===== src/rtl/conv_line_buffer.sv =====
// Two-row line buffer that turns a raster pixel stream into 3-pixel vertical columns.
// Optional macro LINEBUF_ZERO_PAD_EN: rows 0/1 also emit columns with missing rows zeroed.
module conv_line_buffer #(
  parameter int unsigned DATA_W     = 16,
  parameter int unsigned IMG_WIDTH  = 28,
  parameter int unsigned IMG_HEIGHT = 28
) (
  input  logic                clk_i,
  input  logic                rst_ni,
  input  logic [DATA_W-1:0]   in_data_i,
  input  logic                in_valid_i,
  output logic                in_ready_o,
  output logic [3*DATA_W-1:0] out_data_o,
  output logic                out_valid_o,
  input  logic                out_ready_i,
  output logic                out_first_col_o,
  output logic                out_last_col_o,
  output logic                out_last_row_o
);

  localparam int unsigned CW = (IMG_WIDTH > 1) ? $clog2(IMG_WIDTH) : 1;
  localparam int unsigned RW = (IMG_HEIGHT > 1) ? $clog2(IMG_HEIGHT) : 1;
  localparam logic [CW-1:0] ColLast = CW'(IMG_WIDTH - 1);
  localparam logic [RW-1:0] RowLast = RW'(IMG_HEIGHT - 1);

  // lb_a holds row r-2, lb_b holds row r-1, indexed by column.
  logic [DATA_W-1:0] lb_a_q [IMG_WIDTH];
  logic [DATA_W-1:0] lb_b_q [IMG_WIDTH];

  logic [CW-1:0]       col_q, col_d;
  logic [RW-1:0]       row_q, row_d;
  logic [3*DATA_W-1:0] out_data_q, out_data_d;
  logic                out_valid_q, out_valid_d;
  logic                first_q, first_d;
  logic                last_col_q, last_col_d;
  logic                last_row_q, last_row_d;

  logic              in_xfer;
  logic              emit;
  logic [DATA_W-1:0] top_rd, mid_rd;
  logic [DATA_W-1:0] top_col, mid_col;

  assign in_ready_o = !out_valid_q || out_ready_i;
  assign in_xfer    = in_valid_i && in_ready_o;
  assign top_rd     = lb_a_q[col_q];
  assign mid_rd     = lb_b_q[col_q];

`ifdef LINEBUF_ZERO_PAD_EN
  // Masking hides stale rows left over from the previous frame.
  assign emit    = 1'b1;
  assign top_col = (row_q < RW'(2)) ? '0 : top_rd;
  assign mid_col = (row_q == '0) ? '0 : mid_rd;
`else
  assign emit    = (row_q >= RW'(2));
  assign top_col = top_rd;
  assign mid_col = mid_rd;
`endif

  // Contents are don't-care after reset, so no reset on the storage.
  always_ff @(posedge clk_i) begin
    if (in_xfer) begin
      lb_a_q[col_q] <= mid_rd;
      lb_b_q[col_q] <= in_data_i;
    end
  end

  always_comb begin
    col_d       = col_q;
    row_d       = row_q;
    out_data_d  = out_data_q;
    out_valid_d = out_valid_q;
    first_d     = first_q;
    last_col_d  = last_col_q;
    last_row_d  = last_row_q;

    if (out_valid_q && out_ready_i) begin
      out_valid_d = 1'b0;
    end

    if (in_xfer) begin
      if (col_q == ColLast) begin
        col_d = '0;
        row_d = (row_q == RowLast) ? '0 : row_q + RW'(1);
      end else begin
        col_d = col_q + CW'(1);
      end

      if (emit) begin
        out_data_d  = {in_data_i, mid_col, top_col};
        out_valid_d = 1'b1;
        first_d     = (col_q == '0);
        last_col_d  = (col_q == ColLast);
        last_row_d  = (row_q == RowLast);
      end
    end
  end

  always_ff @(posedge clk_i or negedge rst_ni) begin
    if (!rst_ni) begin
      col_q       <= '0;
      row_q       <= '0;
      out_data_q  <= '0;
      out_valid_q <= 1'b0;
      first_q     <= 1'b0;
      last_col_q  <= 1'b0;
      last_row_q  <= 1'b0;
    end else begin
      col_q       <= col_d;
      row_q       <= row_d;
      out_data_q  <= out_data_d;
      out_valid_q <= out_valid_d;
      first_q     <= first_d;
      last_col_q  <= last_col_d;
      last_row_q  <= last_row_d;
    end
  end

  assign out_data_o      = out_data_q;
  assign out_valid_o     = out_valid_q;
  assign out_first_col_o = first_q;
  assign out_last_col_o  = last_col_q;
  assign out_last_row_o  = last_row_q;

endmodule


===== config.mk =====
export PLATFORM = sky130hd
export DESIGN_NAME = conv_line_buffer
export DESIGN_NICKNAME = d
export VERILOG_FILES = /design/src/rtl/conv_line_buffer.sv
export SDC_FILE = /design/constraint.sdc
export NUM_CORES = 1
export LEC_CHECK = 0
export ABC_CLOCK_PERIOD_IN_PS = 4400
export CORE_AREA = 2 2 327 329
export CTS_BUF_LIST = sky130_fd_sc_hd__clkbuf_4
export DETAILED_ROUTE_END_ITERATION = 7
export DIE_AREA = 0 0 329 331
export SLEW_MARGIN = 5
export SYNTH_ARGS = -nofsm -noshare
export SYNTH_HDL_FRONTEND = slang
export SYNTH_SLANG_ARGS = --single-unit
export TNS_END_PERCENT = 1

===== constraint.sdc =====
create_clock -name clk_i -period 4.4 [get_ports clk_i]
set_input_delay 0.88 -clock clk_i [delete_from_list [all_inputs] [get_ports clk_i]]
set_output_delay 0.88 -clock clk_i [all_outputs]
set_load 0.02 [all_outputs]

==> run summary, run 1 <==
Die height = 331 um
Placed Area = 0.0398 mm^2
Post-synth top flop = edfxtp_1
CP arrival = 4.22 ns
#FFs+latches synth = 958
CTS tree = built
Full die area = 0.109 mm^2
Setup CP Type = reg -> reg
Leakage power = 14.4 nW
EDFF count, synth = 896
Clock root buffer = clkbuf_4
Routed WL = 96.1 mm
PwrDens = 676 mW/mm^2
Peak VDD IR = 0.409 mV
Largest net degree at the start of global routing = 59
Max-slew headroom = 18.2%
Most frequent cells in the layout = edfxtp_1 (896), clkbuf_4 (345), mux2i_1 (186)
Outcome = finished clean
Clock-pin slew on the worst setup and hold paths = 0.08 ns
Commonest non-fill, non-tap cell in the layout = edfxtp_1
Max-Cap Viols = 0
Register area share after synthesis = 77.7%
Final Hold Violating Endpoints = 0
Vias in the first global route = 20,400
CORE AREA = 0.105 mm^2
Worst setup margin = 0.925 ns
Placed insts = 3,340
Post-synthesis async set-or-reset flop share = 6.47%
Minimum clock period = 3.47 ns
Via count = 19,700
Clock buffer depth = 3
Fmax = 288 MHz
Slowest CP cell = dfrtp_4
Crit end category = register
PortBufs = 72
Crit Reg-Reg Endpoint = lb_a_q[27][13]
DP HPWL = 58.8 mm
Die X = 329 um
Power share of the combinational group = 30.2%
Sequential share of power = 44.3%
Mapped Area = 0.0366 mm^2
P_sw = 9.79 mW
Synthesized instance count = 1,857
Vias per cell = 5.23
Synth Warn # = 0
Worst setup SP type = register
Fin Setup TNS = 0 ns
Fillers = 9,230
Pint = 19.2 mW
Share of post-route cells with drive strength above 1 = 28.6%
Clk_skew = 0.117 ns
WP data required = 5.15 ns
Setup bufs post-CTS = 0
Top cell family by delay on the critical path = flip-flops
Final cycle utilization of the critical path = 79.0%
Drt first pass iters = 5
Worst R2R Path Depth = 6
Row cnt = 119
# IOs = 73
WL/cell = 25.5 um
Flop-to-flop setup slack = 0.93 ns
Hold_buf cts = 1
CP Buf/Inv Count = 2
CTS sink count = 958
DRT antenna net count = 0
Post-synthesis cell type count = 55
Max stage delay on crit path = 0.90 ns
CP Max Fanout = 42
Fin cells = 3,769
Syn_nets = 1,883
First-pass GRT wire length = 139 mm
Post_cts resized = 0
Total CTS buffers = 237
Initial Util = 34.9%
Initial antenna violation count = 4
Iteration-0 DRC Markers = 2,226
FF-to-FF Start = col_q[1]
Least-Margin Pin Slew = 1.22 ns
Switching share of power = 33.7%
# nets final = 2,215
Clk network pwr share = 25.5%
Post-Syn Area per Cell = 19.7 um^2
Setup repair after global routing missed its margin = no
Grt total ovfl = 0
GP Congestion = 0.849
Clk_lat worst skew = 1.14 ns
H-tree depth = 4
DP Worst Slack = 0.803 ns
Post-Layout Inst Area = 0.0429 mm^2
Remaining DRCs = 0
Setup-failing EPs final = 0
Crit-path cells = buf_12 -> mux2i_1 -> a22oi_1 -> a31oi_1 -> nand2_1 -> buf_4
Gr usage total = 17.7%
P&R area growth vs syn = 17.2%
Worst Hold Class = in -> async
Slew Limit Fails = 0
stage by stage:
step           utilization (%)  hold WS (ns)  power [mW]
4_1_cts                   40.9         0.184        29.3
3_3_place_gp              38.0         0.467        21.7
5_1_grt                   40.9         0.228        30.3
6_report                  40.9         0.297        29.0
3_5_place_dp              38.0         0.465        21.9
2_1_floorplan                -         0.503        17.8
worst max-delay path by stage:
stage,endpoint,start,depth (start not counted)
after floorplan,lb_a_q[25][0],out_ready_i,5
after global placement,lb_b_q[6][4],out_ready_i,6
after detailed placement,lb_a_q[18][15],out_ready_i,6
after CTS,lb_a_q[17][15],col_q[0],8
after global routing,lb_a_q[17][15],col_q[0],8
final,lb_a_q[27][13],col_q[1],6
layout make-up:
| cell class | instances | area, um^2 | share of cell area (%) |
|---|---|---|---|
| Antenna cell | 5 | 12.5 | 0.0292 |
| Timing Repair Buffer | 188 | 1760 | 4.10 |
| Tap cell | 1391 | 1740 | 4.06 |
| Sequential cell | 958 | 28500 | 66.3 |
| Clock buffer | 345 | 2590 | 6.03 |
| Multi-Input combinational cell | 799 | 7860 | 18.3 |
| Clock inverter | 78 | 469 | 1.09 |
| Inverter | 5 | 18.8 | 0.0437 |
cells by family after synthesis:
| kind of cell | count (synthesis) | synth area share [%] |
|---|---|---|
| AO/OA/AOI/OAI | 201 | 3.75 |
| multiplexers | 332 | 13.5 |
| XOR/XNOR | 1 | 0.0239 |
| buffers and inverters | 100 | 1.49 |
| flip-flops | 958 | 77.7 |
| AND/OR/NAND/NOR | 259 | 3.31 |
| adder cells (fa/ha/maj) | 6 | 0.205 |
cells in the mapped netlist, types with 2 or more instances:
cell type	instances	share of area, %
ha_1	6	0.20
nand2_1	98	1.0
a22o_1	14	0.33
a221oi_1	3	0.072
nor2b_1	8	0.14
nand3b_1	2	0.041
or4b_2	2	0.055
mux2i_1	186	5.1
o221ai_1	2	0.048
nand2b_1	8	0.14
buf_6	5	0.15
nor3_1	8	0.11
buf_2	39	0.53
or3_1	3	0.051
mux4_2	129	7.9
buf_1	2	0.021
a31oi_1	16	0.27
nand4b_1	2	0.048
and2_1	7	0.12
nand3_1	35	0.48
clkbuf_1	26	0.27
inv_1	5	0.051
nor2_1	60	0.61
dfrtp_1	62	4.2
a22oi_1	37	0.76
edfxtp_1	896	73
nor4_1	8	0.14
a31o_2	5	0.12
o21ai_0	11	0.15
a211oi_1	14	0.29
mux2_2	17	0.52
and3_1	5	0.085
o22ai_1	70	1.2
o21ai_1	2	0.027
or2_2	3	0.051
a21oi_1	19	0.26
or4_1	3	0.061
buf_4	22	0.45
power by group through the flow:
| stage | Combinational, mW | Clock (mW) | Sequential [mW] |
|---|---|---|---|
| floorplan | 4.79 | 0 | 13.0 |
| global placement | 8.67 | 0 | 13.0 |
| detailed placement | 8.83 | 0 | 13.1 |
| CTS | 8.85 | 7.60 | 12.9 |
| global route | 9.28 | 8.07 | 12.9 |
| finish | 8.77 | 7.41 | 12.9 |
worst reg2reg max path, stage by stage, from the launching register on:
cell and delay, ns:
dfrtp_4 0.90, buf_12 0.39, mux2i_1 0.65, a22oi_1 0.18
a31oi_1 0.28, nand2_1 0.36, buf_4 0.35
sequential cells by signal, summed over array words and instances (netlist names):
name,cells
lb_a_q,448
out_valid_o,1
row_q,5
out_last_col_o,1
lb_b_q,448
col_q,5
out_last_row_o,1
out_first_col_o,1
out_data_o,48
layer usage:
metal	global-route usage, %	up-vias	share of wire, %
li1	-	8435	-
met1	23.3	10200	41
met2	28.4	938	48
met3	4.06	166	7.9
met4	7.31	2	3.3
met5	0	-	0.0073
Power figures use the tool's default switching activity.
==> run 2, diff against run 1 <==
--- a/config.mk
+++ b/config.mk
@@ -5,7 +5,7 @@
 export SDC_FILE = /design/constraint.sdc
 export NUM_CORES = 1
 export LEC_CHECK = 0
-export ABC_CLOCK_PERIOD_IN_PS = 4400
+export ABC_CLOCK_PERIOD_IN_PS = 3500
 export CORE_AREA = 2 2 327 329
 export CTS_BUF_LIST = sky130_fd_sc_hd__clkbuf_4
 export DETAILED_ROUTE_END_ITERATION = 7
==> constraint.sdc (replaced) <==
create_clock -name clk_i -period 3.5 [get_ports clk_i]
set_input_delay 0.7 -clock clk_i [delete_from_list [all_inputs] [get_ports clk_i]]
set_output_delay 0.7 -clock clk_i [all_outputs]
set_load 0.02 [all_outputs]
==> run 2 against run 1 <==
Net effect: cell area increased by 0.38%; cell count increased by 0.32%; sequential share of layout area decreased by 0.25 points; utilization increased by 0.16 points; clock power increased by 20%; non-clock buffer count increased by 19; critical endpoint is now out_data_o[30]; largest cell class unchanged; highest routed layer is now met4.
==> run summary, run 2 (synthesis results as in run 1) <==
Outcome = finished clean
PwrDens = 841 mW/mm^2
Clock buffer depth = 3
Die X = 329 um
Placed Area = 0.0401 mm^2
Setup repair after global routing missed its margin = no
CTS tree = built
Worst setup margin = 0.503 ns
Top cell family by delay on the critical path = buffers and inverters
Fin Setup TNS = 0 ns
Fmax = 334 MHz
Commonest non-fill, non-tap cell in the layout = edfxtp_1
Vias in the first global route = 20,500
Peak VDD IR = 0.392 mV
Gr usage total = 18.0%
DP HPWL = 57.9 mm
CORE AREA = 0.105 mm^2
CP Buf/Inv Count = 1
Post-Layout Inst Area = 0.0431 mm^2
Clk_lat worst skew = 1.11 ns
Max stage delay on crit path = 0.68 ns
Placed insts = 3,359
Drt first pass iters = 5
Final Hold Violating Endpoints = 0
Largest net degree at the start of global routing = 72
Routed WL = 97.6 mm
Worst Hold Class = in -> async
Max-Cap Viols = 0
# IOs = 73
Iteration-0 DRC Markers = 2,158
Vias per cell = 5.27
Clk_skew = 0.0960 ns
Hold_buf cts = 1
Grt total ovfl = 0
WP depth = 1
Crit end category = output port
Full die area = 0.109 mm^2
Crit-path cells = clkdlybuf4s50_1
GP Congestion = 0.838
Clock-pin slew on the worst setup and hold paths = 0.08 ns
Die height = 331 um
P&R area growth vs syn = 17.6%
Hold Slack = 0.208 ns
Setup-failing EPs final = 0
Remaining DRCs = 0
Worst R2R Path Depth = 6
Least-Margin Pin Slew = 1.15 ns
Row cnt = 119
PortBufs = 72
DP Worst Slack = 0.228 ns
Slew Limit Fails = 0
Final cycle utilization of the critical path = 85.6%
WL/cell = 25.8 um
Via count = 19,900
CP Max Fanout = 2
CTS sink count = 958
# nets final = 2,230
Minimum clock period = 3.00 ns
Setup CP Type = reg -> out
Worst setup SP type = register
Initial antenna violation count = 4
CP arrival = 2.30 ns
Power Total = 36.2 mW
Clock root buffer = clkbuf_4
Slowest CP cell = clkdlybuf4s50_1
Most frequent cells in the layout = edfxtp_1 (896), clkbuf_4 (329), mux2i_1 (186)
WP data required = 2.80 ns
Leakage power = 14.4 nW
Fin cells = 3,781
DRT antenna net count = 0
Setup bufs post-CTS = 0
First-pass GRT wire length = 140 mm
Total CTS buffers = 233
Post-layout util = 41.0%
Post_cts resized = 0
Share of post-route cells with drive strength above 1 = 28.8%
Max-slew headroom = 23.0%
H-tree depth = 4
Initial Util = 34.9%
-- run 2: cell count changes in the layout (fill, tap and decap cells not counted), sizes merged --
cell | previous run | this run
buf | 117 | 135
bufinv | 5 | 2
clkbuf | 345 | 329
clkdlybuf4s50 | 70 | 71
clkinv | 66 | 71
diode | 5 | 7
inv | 11 | 16
-- run 2: final timing paths --
| path | startpoint | slack (ns) | to |
|---|---|---|---|
| min in group clk_i | out_ready_i | 0.43 | out_valid_o |
| max | out_data_o[30] | 0.50 | out_data_o[30] |
| max in group asynchronous | rst_ni | 2.46 | out_last_row_o |
| min reg2reg | out_first_col_o | 0.48 | out_first_col_o |
| min | rst_ni | 0.21 | out_data_o[19] |
| max reg2reg | col_q[0] | 0.57 | out_data_o[20] |
-- run 2: where the power goes --
group          switching [mW]  leakage [nW]  internal (mW)
clock                    4.42          1.74           4.50
sequential              0.425          8.88           15.5
combinational            7.23          3.81           4.13
total                    12.1          14.4           24.1
-- run 2: per-layer routing --
| metal | up-vias | GRT usage [%] | wire length (um) |
|---|---|---|---|
| met5 | - | 0 | 0 |
| met4 | 0 | 6.05 | 2320 |
| met1 | 10400 | 24.1 | 40700 |
| li1 | 8442 | - | - |
| met2 | 906 | 29.5 | 47700 |
| met3 | 153 | 3.37 | 6870 |
-- run 2: layout make-up --
class	instances	area, um^2
Clock buffer	329	2470
Fill cell	9373	61900
Timing Repair Buffer	207	2070
Inverter	5	18.8
Clock inverter	85	438
Multi-Input combinational cell	799	7860
Tap cell	1391	1740
Antenna cell	7	17.5
Sequential cell	958	28500
==> run 3, diff against run 2 <==
--- a/config.mk
+++ b/config.mk
@@ -7,9 +7,9 @@
 export LEC_CHECK = 0
 export ABC_CLOCK_PERIOD_IN_PS = 3500
 export CORE_AREA = 2 2 327 329
-export CTS_BUF_LIST = sky130_fd_sc_hd__clkbuf_4
 export DETAILED_ROUTE_END_ITERATION = 7
 export DIE_AREA = 0 0 329 331
+export GPL_TIMING_DRIVEN = 0
 export SLEW_MARGIN = 5
 export SYNTH_ARGS = -nofsm -noshare
 export SYNTH_HDL_FRONTEND = slang
==> run 3 against run 2 <==
Net effect: the flow now finishes with violations (negative setup slack); clock power grew 12%; maximum frequency fell by 15%; worst hold slack better by 0.27 ns; critical path type is now in -> reg.
==> run summary, run 3 (synthesis results as in run 1) <==
Worst hold start = out_first_col_o
Peak VDD IR = 0.418 mV
Power share of the combinational group = 30.9%
H-tree depth = 3
WP data required = 4.01 ns
Placed insts = 3,368
Register area = 0.0285 mm^2
Max-slew headroom = 13.2%
Crit end category = register
Multi-input logic area = 0.00800 mm^2
Fin cells = 3,545
First-pass GRT wire length = 148 mm
Sequential share of power = 42.4%
Setup-failing EPs final = 4
Full die area = 0.109 mm^2
Met2 wire len = 50.8 mm
Wire length on met1 = 41.3 mm
Failing checks = negative setup slack
# diodes = 0
Setup CP Type = in -> reg
Minimum clock period = 3.54 ns
Initial Util = 34.9%
Via count = 19,700
Row cnt = 119
Vias per cell = 5.55
Total CTS buffers = 96
Detail Route met3 WL = 9.71 mm
GP Congestion = 0.856
Routed WL = 106 mm
Switching share of power = 33.4%
PwrDens = 863 mW/mm^2
Clk_lat worst skew = 0.67 ns
CTS sink count = 958
# IOs = 73
PortBufs = 72
Outcome = finished, violations left
CP Max Fanout = 10
Pint = 25.0 mW
Initial antenna violation count = 2
Final Hold Violating Endpoints = 0
Final cycle utilization of the critical path = 101%
P_sw = 12.5 mW
Gr usage total = 19.3%
Drt first pass iters = 6
Clock-pin slew on the worst setup and hold paths = 0.06 ns
Fmax = 283 MHz
Worst setup SP type = input port
DRT antenna net count = 0
Fillers = 9,152
Leakage power = 14.2 nW
# nets final = 2,102
Share of post-route cells with drive strength above 1 = 21.1%
Largest net degree at the start of global routing = 44
Hold Slack = 0.475 ns
Clock root buffer = clkbuf_16
P&R area growth vs syn = 18.9%
CORE AREA = 0.105 mm^2
Power Total = 37.6 mW
Max-Cap Viols = 0
Die height = 331 um
FF-to-FF Start = col_q[4]
Die X = 329 um
Remaining DRCs = 0
Slew Limit Fails = 0
DP HPWL = 69.1 mm
Top sig layer = met4
Vias in the first global route = 19,900
Commonest non-fill, non-tap cell in the layout = edfxtp_1
CP startpoint = out_ready_i
CP arrival = 4.04 ns
CTS tree = built
Worst setup margin = -0.0360 ns
Least-Margin Pin Slew = 1.30 ns
Iteration-0 DRC Markers = 2,658
Grt total ovfl = 0
Most frequent cells in the layout = edfxtp_1 (896), mux2i_1 (186), mux4_2 (129)
Setup repair after global routing missed its margin = yes
Worst Hold Class = reg -> reg
WL/cell = 29.8 um
Clk network pwr share = 26.7%
Clk_skew = 0.0336 ns
Clock buffer depth = 3
-- run 3: changes by cell type in the layout (fill, tap and decap cells not counted), sizes merged --
cell / before / now
buf: 135 / 118
bufinv: 2 / 6
diode: 7 / 0
inv: 16 / 7
clkinv: 71 / 29
clkbuf: 329 / 164
-- run 3: through the flow --
| step | area (um^2) | util (%) | worst slack, ns | setup TNS [ns] |
|---|---|---|---|---|
| 2_1_floorplan | 36600 | - | -0.754 | -48.28 |
| 3_3_place_gp | 39100 | 37.2 | -4.95 | -2480.86 |
| 3_5_place_dp | 40300 | 38.4 | -0.928 | -312.27 |
| 4_1_cts | 43500 | 41.4 | 0.0169 | 0 |
| 5_1_grt | 43500 | 41.5 | -0.0774 | -2.44 |
| 6_report | 43500 | 41.5 | -0.0360 | -0.0457 |
-- run 3: area by class of cell --
cell class	instances	area share [%]
plain buffers	95	1.23
clock buffers	138	6.14
clock inverters	38	0.876
inverters	5	0.0431
multi-input cells	799	18.4
flip-flops and latches	958	65.3
well taps	1391	4.00
repair buffers	121	4.00
-- run 3: worst paths after layout --
check,end,slack [ns],depth (start not counted)
worst max-delay path,out_data_o[8],-0.04,8
worst min-delay path,out_first_col_o,0.47,2
worst max register to register,lb_b_q[18][11],-0.01,8
worst min register to register,out_first_col_o,0.47,2
max in group asynchronous,out_data_o[38],2.34,3
min in group asynchronous,out_data_o[3],0.50,2
-- run 3: power by group through the flow --
stage	Sequential (mW)	Combinational, mW	Clock [mW]
2_1_floorplan	16.4	6.02	0
3_3_place_gp	16.3	10.7	0
3_5_place_dp	16.3	11.3	0
4_1_cts	16.0	11.6	10.2
5_1_grt	16.0	12.2	10.6
6_report	16.0	11.6	10.0
-- run 3: critical path, cell delays in order --
cell and delay, ns:
clkdlybuf4s50_1 0.45, nand2b_1 0.26, and2_1 0.17, clkbuf_1 0.42, o21ai_1 0.48, clkbuf_1 0.61
a221oi_1 0.77, a21oi_1 0.16
-- run 3: metal layers --
metal  up-vias  global-route usage (%)
li1       8031                       -
met1     10400                    25.6
met2      1011                    31.7
met3       205                    4.15
met4         0                    6.73
met5         -                       0
-- run 3: timing repair --
action,4_1_cts,5_1_grt
resized for setup,28,10
buffers inserted,0,0
setup endpoints to repair,636,196
pin swaps,0,1
endpoints found under the hold margin,19,0
hold buffers,1,0
cloned,0,0
